<file path="src/rtl/pixel_scheduler_if.sv">
// Handshake bundle between the pixel scheduler, its iterator cores and the result sink.
//   core_ready  : per-core idle/accept indication (env -> scheduler)
//   core_start  : one-hot dispatch strobe; core_x/core_y carry the pixel
//   core_done   : per-core result available, held until core_ack
//   core_result : per-core iteration counts, core i at [i*ITER_BITS +: ITER_BITS]
//   core_ack    : one-hot result-accepted strobe
//   out_*       : registered result slot with valid/ready back-pressure
// The master modport is the scheduler side; slave is the cores/sink side.
interface pixel_scheduler_if #(
    parameter int unsigned NUM_CORES = 2,
    parameter int unsigned X_BITS    = 10,
    parameter int unsigned Y_BITS    = 9,
    parameter int unsigned ITER_BITS = 8
);
    logic [NUM_CORES-1:0]           core_ready;
    logic [NUM_CORES-1:0]           core_start;
    logic [X_BITS-1:0]              core_x;
    logic [Y_BITS-1:0]              core_y;
    logic [NUM_CORES-1:0]           core_done;
    logic [NUM_CORES*ITER_BITS-1:0] core_result;
    logic [NUM_CORES-1:0]           core_ack;
    logic                           out_valid;
    logic                           out_ready;
    logic [X_BITS-1:0]              out_x;
    logic [Y_BITS-1:0]              out_y;
    logic [ITER_BITS-1:0]           out_iter;

    modport master (
        input  core_ready, core_done, core_result, out_ready,
        output core_start, core_x, core_y, core_ack, out_valid, out_x, out_y, out_iter
    );

    modport slave (
        output core_ready, core_done, core_result, out_ready,
        input  core_start, core_x, core_y, core_ack, out_valid, out_x, out_y, out_iter
    );
endinterface

</file>
<file path="src/rtl/pixel_scheduler.sv">
// Frame-level work scheduler: raster-scans a WIDTH x HEIGHT frame, dispatches one pixel per
// cycle round-robin to idle iterator cores, and collects results round-robin into a single
// registered valid/ready output slot.
//   clock      : system clock, rising edge
//   reset      : asynchronous active-low reset
//   start      : frame start request, honoured only when idle
//   busy       : high while dispatching or draining
//   frame_done : one-cycle pulse once the last result has been consumed
//   sched      : core dispatch/collect and result-output bundle (master side)
// All outputs are registered.
module pixel_scheduler #(
    parameter int unsigned NUM_CORES = 2,
    parameter int unsigned WIDTH     = 640,
    parameter int unsigned HEIGHT    = 480,
    parameter int unsigned X_BITS    = 10,
    parameter int unsigned Y_BITS    = 9,
    parameter int unsigned ITER_BITS = 8
) (
    input  logic               clock,
    input  logic               reset,
    input  logic               start,
    output logic               busy,
    output logic               frame_done,
    pixel_scheduler_if.master  sched
);
    localparam int unsigned PtrW = (NUM_CORES > 1) ? $clog2(NUM_CORES) : 1;

    typedef enum logic [1:0] {StIdle, StRun, StDrain, StDone} state_e;

    state_e state_q, state_d;

    logic [X_BITS-1:0]    cur_x_q, cur_x_d;
    logic [Y_BITS-1:0]    cur_y_q, cur_y_d;
    logic [PtrW-1:0]      dp_q, dp_d;
    logic [PtrW-1:0]      cp_q, cp_d;
    logic [NUM_CORES-1:0] core_busy_q, core_busy_d;
    logic [X_BITS-1:0]    coord_x_q [NUM_CORES];
    logic [Y_BITS-1:0]    coord_y_q [NUM_CORES];

    logic                 busy_q, busy_d;
    logic                 frame_done_q, frame_done_d;
    logic [NUM_CORES-1:0] core_start_q, core_start_d;
    logic [X_BITS-1:0]    core_x_q, core_x_d;
    logic [Y_BITS-1:0]    core_y_q, core_y_d;
    logic [NUM_CORES-1:0] core_ack_q, core_ack_d;
    logic                 out_valid_q, out_valid_d;
    logic [X_BITS-1:0]    out_x_q, out_x_d;
    logic [Y_BITS-1:0]    out_y_q, out_y_d;
    logic [ITER_BITS-1:0] out_iter_q, out_iter_d;

    logic [NUM_CORES-1:0] eligible, cand;
    logic                 disp_en, col_en, slot_free, last_pixel;
    logic [PtrW-1:0]      disp_idx, col_idx;
    logic [X_BITS-1:0]    sel_x;
    logic [Y_BITS-1:0]    sel_y;
    logic [ITER_BITS-1:0] sel_iter;

    // First requester at or after ptr, wrapping.
    function automatic logic [PtrW-1:0] rr_pick(input logic [NUM_CORES-1:0] req,
                                                input logic [PtrW-1:0]      ptr);
        logic [PtrW-1:0]      pick;
        logic                 found;
        logic [NUM_CORES-1:0] rot;
        int unsigned          k;
        pick  = ptr;
        found = 1'b0;
        for (int unsigned i = 0; i < NUM_CORES; i++) begin
            k   = (32'(ptr) + i) % NUM_CORES;
            rot = req >> k;
            if (!found && rot[0]) begin
                found = 1'b1;
                pick  = PtrW'(k);
            end
        end
        return pick;
    endfunction

    // Dispatch / collection decisions, all from registered state.
    always_comb begin
        eligible   = sched.core_ready & ~core_busy_q;
        // A done from a core we never dispatched to is ignored.
        cand       = sched.core_done & core_busy_q;
        slot_free  = !out_valid_q || sched.out_ready;
        disp_en    = (state_q == StRun) && (|eligible);
        col_en     = ((state_q == StRun) || (state_q == StDrain)) && slot_free && (|cand);
        disp_idx   = rr_pick(eligible, dp_q);
        col_idx    = rr_pick(cand, cp_q);
        last_pixel = (cur_x_q == X_BITS'(WIDTH - 1)) && (cur_y_q == Y_BITS'(HEIGHT - 1));
        sel_x      = '0;
        sel_y      = '0;
        sel_iter   = '0;
        for (int unsigned i = 0; i < NUM_CORES; i++) begin
            if (col_idx == PtrW'(i)) begin
                sel_x    = coord_x_q[i];
                sel_y    = coord_y_q[i];
                sel_iter = sched.core_result[i*ITER_BITS +: ITER_BITS];
            end
        end
    end

    // FSM: state register.
    always_ff @(posedge clock or negedge reset) begin
        if (!reset) begin
            state_q <= StIdle;
        end else begin
            state_q <= state_d;
        end
    end

    // FSM: next state.
    always_comb begin
        state_d = state_q;
        unique case (state_q)
            StIdle:  if (start) state_d = StRun;
            StRun:   if (disp_en && last_pixel) state_d = StDrain;
            // With no busy cores nothing can reload the slot, so a consuming slot is empty next.
            StDrain: if ((core_busy_q == '0) && slot_free) state_d = StDone;
            StDone:  state_d = StIdle;
            default: state_d = StIdle;
        endcase
    end

    // FSM outputs and datapath next state.
    always_comb begin
        busy_d       = (state_d == StRun) || (state_d == StDrain);
        frame_done_d = (state_d == StDone);
        cur_x_d      = cur_x_q;
        cur_y_d      = cur_y_q;
        dp_d         = dp_q;
        cp_d         = cp_q;
        core_busy_d  = core_busy_q;
        core_start_d = '0;
        core_x_d     = core_x_q;
        core_y_d     = core_y_q;
        core_ack_d   = '0;
        out_valid_d  = out_valid_q && !sched.out_ready;
        out_x_d      = out_x_q;
        out_y_d      = out_y_q;
        out_iter_d   = out_iter_q;

        if ((state_q == StIdle) && start) begin
            cur_x_d = '0;
            cur_y_d = '0;
        end

        if (disp_en) begin
            core_start_d = NUM_CORES'(1) << disp_idx;
            core_x_d     = cur_x_q;
            core_y_d     = cur_y_q;
            core_busy_d  = core_busy_d | (NUM_CORES'(1) << disp_idx);
            dp_d         = (disp_idx == PtrW'(NUM_CORES - 1)) ? '0 : disp_idx + 1'b1;
            if (cur_x_q == X_BITS'(WIDTH - 1)) begin
                cur_x_d = '0;
                cur_y_d = cur_y_q + 1'b1;
            end else begin
                cur_x_d = cur_x_q + 1'b1;
            end
        end

        // Collection only targets busy cores and dispatch only idle ones, so the two
        // busy-mask updates never touch the same bit.
        if (col_en) begin
            out_valid_d = 1'b1;
            out_x_d     = sel_x;
            out_y_d     = sel_y;
            out_iter_d  = sel_iter;
            core_ack_d  = NUM_CORES'(1) << col_idx;
            core_busy_d = core_busy_d & ~(NUM_CORES'(1) << col_idx);
            cp_d        = (col_idx == PtrW'(NUM_CORES - 1)) ? '0 : col_idx + 1'b1;
        end
    end

    always_ff @(posedge clock or negedge reset) begin
        if (!reset) begin
            cur_x_q      <= '0;
            cur_y_q      <= '0;
            dp_q         <= '0;
            cp_q         <= '0;
            core_busy_q  <= '0;
            busy_q       <= 1'b0;
            frame_done_q <= 1'b0;
            core_start_q <= '0;
            core_x_q     <= '0;
            core_y_q     <= '0;
            core_ack_q   <= '0;
            out_valid_q  <= 1'b0;
            out_x_q      <= '0;
            out_y_q      <= '0;
            out_iter_q   <= '0;
            for (int unsigned i = 0; i < NUM_CORES; i++) begin
                coord_x_q[i] <= '0;
                coord_y_q[i] <= '0;
            end
        end else begin
            cur_x_q      <= cur_x_d;
            cur_y_q      <= cur_y_d;
            dp_q         <= dp_d;
            cp_q         <= cp_d;
            core_busy_q  <= core_busy_d;
            busy_q       <= busy_d;
            frame_done_q <= frame_done_d;
            core_start_q <= core_start_d;
            core_x_q     <= core_x_d;
            core_y_q     <= core_y_d;
            core_ack_q   <= core_ack_d;
            out_valid_q  <= out_valid_d;
            out_x_q      <= out_x_d;
            out_y_q      <= out_y_d;
            out_iter_q   <= out_iter_d;
            for (int unsigned i = 0; i < NUM_CORES; i++) begin
                if (disp_en && (disp_idx == PtrW'(i))) begin
                    coord_x_q[i] <= cur_x_q;
                    coord_y_q[i] <= cur_y_q;
                end
            end
        end
    end

    assign busy             = busy_q;
    assign frame_done       = frame_done_q;
    assign sched.core_start = core_start_q;
    assign sched.core_x     = core_x_q;
    assign sched.core_y     = core_y_q;
    assign sched.core_ack   = core_ack_q;
    assign sched.out_valid  = out_valid_q;
    assign sched.out_x      = out_x_q;
    assign sched.out_y      = out_y_q;
    assign sched.out_iter   = out_iter_q;
endmodule

</file>
<file path="src/flat_wrapper.sv">
// flat-port wrapper written by rule: the top's interface ports become plain ports
module pixel_scheduler_flat 
#(
    parameter int unsigned NUM_CORES = 2,
    parameter int unsigned WIDTH     = 640,
    parameter int unsigned HEIGHT    = 480,
    parameter int unsigned X_BITS    = 10,
    parameter int unsigned Y_BITS    = 9,
    parameter int unsigned ITER_BITS = 8
)
  (clock, reset, start, busy, frame_done, sched_core_ready, sched_core_done, sched_core_result, sched_out_ready, sched_core_start, sched_core_x, sched_core_y, sched_core_ack, sched_out_valid, sched_out_x, sched_out_y, sched_out_iter);
  pixel_scheduler_if #(.NUM_CORES(NUM_CORES), .X_BITS(X_BITS), .Y_BITS(Y_BITS), .ITER_BITS(ITER_BITS)) sched_i ();
  input  logic clock;
  input  logic reset;
  input  logic start;
  output logic busy;
  output logic frame_done;
  input wire logic [$bits(sched_i.core_ready)-1:0] sched_core_ready;
  input wire logic [$bits(sched_i.core_done)-1:0] sched_core_done;
  input wire logic [$bits(sched_i.core_result)-1:0] sched_core_result;
  input wire logic [$bits(sched_i.out_ready)-1:0] sched_out_ready;
  output wire logic [$bits(sched_i.core_start)-1:0] sched_core_start;
  output wire logic [$bits(sched_i.core_x)-1:0] sched_core_x;
  output wire logic [$bits(sched_i.core_y)-1:0] sched_core_y;
  output wire logic [$bits(sched_i.core_ack)-1:0] sched_core_ack;
  output wire logic [$bits(sched_i.out_valid)-1:0] sched_out_valid;
  output wire logic [$bits(sched_i.out_x)-1:0] sched_out_x;
  output wire logic [$bits(sched_i.out_y)-1:0] sched_out_y;
  output wire logic [$bits(sched_i.out_iter)-1:0] sched_out_iter;
  assign sched_i.core_ready = sched_core_ready;
  assign sched_i.core_done = sched_core_done;
  assign sched_i.core_result = sched_core_result;
  assign sched_i.out_ready = sched_out_ready;
  assign sched_core_start = sched_i.core_start;
  assign sched_core_x = sched_i.core_x;
  assign sched_core_y = sched_i.core_y;
  assign sched_core_ack = sched_i.core_ack;
  assign sched_out_valid = sched_i.out_valid;
  assign sched_out_x = sched_i.out_x;
  assign sched_out_y = sched_i.out_y;
  assign sched_out_iter = sched_i.out_iter;
  pixel_scheduler #(.NUM_CORES(NUM_CORES), .WIDTH(WIDTH), .HEIGHT(HEIGHT), .X_BITS(X_BITS), .Y_BITS(Y_BITS), .ITER_BITS(ITER_BITS)) u_core (.clock(clock), .reset(reset), .start(start), .busy(busy), .frame_done(frame_done), .sched(sched_i));
endmodule
</file>
<file path="config.mk">
export PLATFORM = sky130hd
export DESIGN_NAME = pixel_scheduler_flat
export DESIGN_NICKNAME = d
export VERILOG_FILES = /design/src/rtl/pixel_scheduler_if.sv /design/src/rtl/pixel_scheduler.sv /design/src/flat_wrapper.sv
export SDC_FILE = /design/constraint.sdc
export NUM_CORES = 1
export LEC_CHECK = 0
export CORE_AREA = 2 2 100 102
export CTS_CLUSTER_DIAMETER = 50
export DETAILED_ROUTE_END_ITERATION = 6
export DIE_AREA = 0 0 102 104
export DONT_BUFFER_PORTS = 1
export PLACE_DENSITY = 0.73
export SLEW_MARGIN = 20
export SYNTH_ARGS = -nofsm -noshare
export SYNTH_HDL_FRONTEND = slang
export SYNTH_SLANG_ARGS = --single-unit
</file>
<file path="constraint.sdc">
create_clock -name clock -period 2.1 [get_ports clock]
set_input_delay 0.42 -clock clock [delete_from_list [all_inputs] [get_ports clock]]
set_output_delay 0.42 -clock clock [all_outputs]
set_load 0.05 [all_outputs]
</file>
==> impl_metrics.yaml <==
clocking:
  cts_sinks: 116
  path_clk_slew_ns: 0.06
  cts_made_buffers: 17
  cts_tree: "done"
  cts_setup_buffers: 0
  root_buffer: "clkbuf_8"
  cts_buffer_depth: 2
  cts-htree-levels: 4
  insertion_delay_ns: 0.52
routing:
  ant_nets: 0
  drtIter0Drc: 128
  drc: 0
  first_pass_iters: 4
  wire_per_inst_um: 17.4
  routed_via_density: 5.70
  via_count: 3459
  drt-total-wl_mm: 10.5
sta:
  fin_ws_ns: 0.237
  min_period_over_period: 0.887
  relSlewSlack: 0.657
  finClkSkew_ns: 0.00400
  tightest_slew_ns: 0.514
  grt_setup_unrepaired: "no"
  hold-worst-slack_ns: -0.409
  max_freq_mhz: 537
  period_needed_ns: 1.86
  final_hold_viol_count: 116
  slew_violations: 0
  setup_viol: 0
  setup_tns_ns: 0
cells_and_area:
  final_common_cell: "dfrtp_1"
  synthToLayoutAreaGrowth_pct: 15.7
  final_nets: 492
  drive_gt1_frac: 0.211
  mostFrequentLayoutCells: "dfrtp_1 (116), nand2_1 (74), mux2_2 (38), nor2_1 (33)"
  antennaDiodeCount: 0
  final_util: 0.616
power:
  power_density_nw_per_um2: 1550
  power_uw: 9130
  p_leak_uw: 0.00278
  ir_drop_mv: 0.833
critical_path:
  r2r_slack_ns: 0.24
  end_kind: "register"
  critPathKind: "register to register"
  worstPathArrival_ns: 2.30
  crit_required_ns: 2.53
  crit_path_start_kind: "register"
  path_max_fanout: 33
status:
  status: "finished, violations left"
  violations: "negative hold slack"
synthesis:
  ys_seq_area_frac: 0.571
  synth.distinct_cells: 48
  synth_enable_flop_cells: 0
  yosysWarnings: 0
  synth_seq_cells: 116
  ys.flop_type: "dfrtp_1"
  syn_inst: 456
  syn_nets: 487
  avgSynthCellArea_um2: 11.1
  synthArstFlopShare: 1.00
  netlist_area_um2: 5080
global_routing:
  grt_max_degree: 117
  grt_pass1_vias: 3523
  grt_overflow: 0
  track_usage: 0.211
  grt_first_pass_wirelength_mm: 17.5
  antenna_found_initial: 0
place:
  placement.io_buffers: 0
  gp_congestion: 0.805
  dp_slack_ns: 0.158
  hpwl_mm: 6.80
floorplanning:
  start_util: 0.532
  num_rows: 36
  pin_count: 77
  dieArea_um2: 10600
  dieHeight_um: 104
  core_um2: 9550
  die_w_um: 102
job:
  max-cap-violations: 0
worst_hold_path:
  min-delay-path-class: "input pin to async pin"
synthesized netlist by cell type (3+ instances only):
master	instances	area (µm²)
ha_1	7	87.6
and2_1	3	18.8
o21ai_0	11	55.1
buf_2	16	80.1
nor2_1	33	124
and3_1	4	25.0
clkbuf_1	8	30.0
nand3_1	11	55.1
a21oi_1	30	150
nor2b_1	4	25.0
a31o_2	4	35.0
a211oi_1	3	22.5
dfrtp_1	116	2900
nand4_1	8	50.1
nor3_1	4	20.0
mux2i_1	29	290
o211ai_1	7	52.6
or3_1	4	25.0
or4_1	3	22.5
nand2_1	74	278
inv_1	7	26.3
mux2_2	38	428
power by group:
part	switching (µW)	internal, µW	total [µW]
clock	1070	1700	2770
combinational	1090	905	2000
sequential	1600	2760	4370
critical path, cell delays in order, from the launching register on:
cell and delay (ns):
dfrtp_1 0.40, inv_1 0.13, ha_1 0.32, o21ai_4 0.12
buf_12 0.19, or4_1 0.51, o211ai_1 0.10
path summary, 6_finish.rpt:
check / cells past startpoint / from / to
max: 6 / u_core.state_q[1] / u_core.cur_x_q[9]
max in group asynchronous: 0 / reset / u_core.cur_x_q[7]
min: 0 / reset / u_core.sched.core_y[7]
min in group clock: 2 / sched_out_ready / u_core.sched.out_valid
min reg2reg: 1 / u_core.coord_x_q[11] / u_core.coord_x_q[11]
max reg2reg: 6 / u_core.state_q[1] / u_core.cur_x_q[9]
metal layers:
layer  routed length (µm)  GRT usage  part of all wire  vias up
li1                     -          -                 -     1606
met1                 4430      0.266              0.42     1735
met2                 5340      0.341              0.51       98
met3                  555     0.0598             0.053       20
met4                  217     0.0838             0.021        0
met5                    0          0                 0        -
timing repair:
item,CTS,global route
setup endpoints to repair,0,1
resized for setup,0,1
hold endpoints to repair,116,116
final cells by class:
| cell class | instances | area, µm² |
|---|---|---|
| Clock buffer | 17 | 414 |
| Clock inverter | 15 | 156 |
| Fill cell | 774 | 3670 |
| Inverter | 7 | 26.3 |
| Multi-Input combinational cell | 303 | 2020 |
| Sequential cell | 116 | 2900 |
| Tap cell | 133 | 166 |
| Timing Repair Buffer | 16 | 195 |
state kept, by name, indices dropped and copies added, names as in the netlist, 8 cells and up:
name	count
u_core.sched.out_iter	8
u_core.coord_x_q	20
u_core.sched.core_x	10
u_core.coord_y_q	18
u_core.cur_x_q	10
u_core.sched.core_y	9
u_core.sched.out_y	9
u_core.sched.out_x	10
u_core.cur_y_q	9
per-stage QoR:
stage / cell area, µm² / hold WS [ns] / std cells
6_report: 5880 / -0.409 / 607
2_1_floorplan: 5080 / 0.124 / 456
4_1_cts: 5880 / -0.419 / 607
5_1_grt: 5880 / -0.427 / 607
3_3_place_gp: 5310 / 0.128 / 575
3_5_place_dp: 5310 / 0.127 / 575
kinds of logic (layout without fill, tap and decap cells):
logic type,after synthesis,after routing,synth area share
adder cells (fa/ha/maj),8,8,0.0194
flip-flops,116,116,0.571
AND/OR/NAND/NOR,153,153,0.135
XOR/XNOR,2,2,0.00345
AO/OA/AOI/OAI,73,73,0.0936
buffers and inverters,37,55,0.0357
multiplexers,67,67,0.141
(Power assumes the default switching activity.)
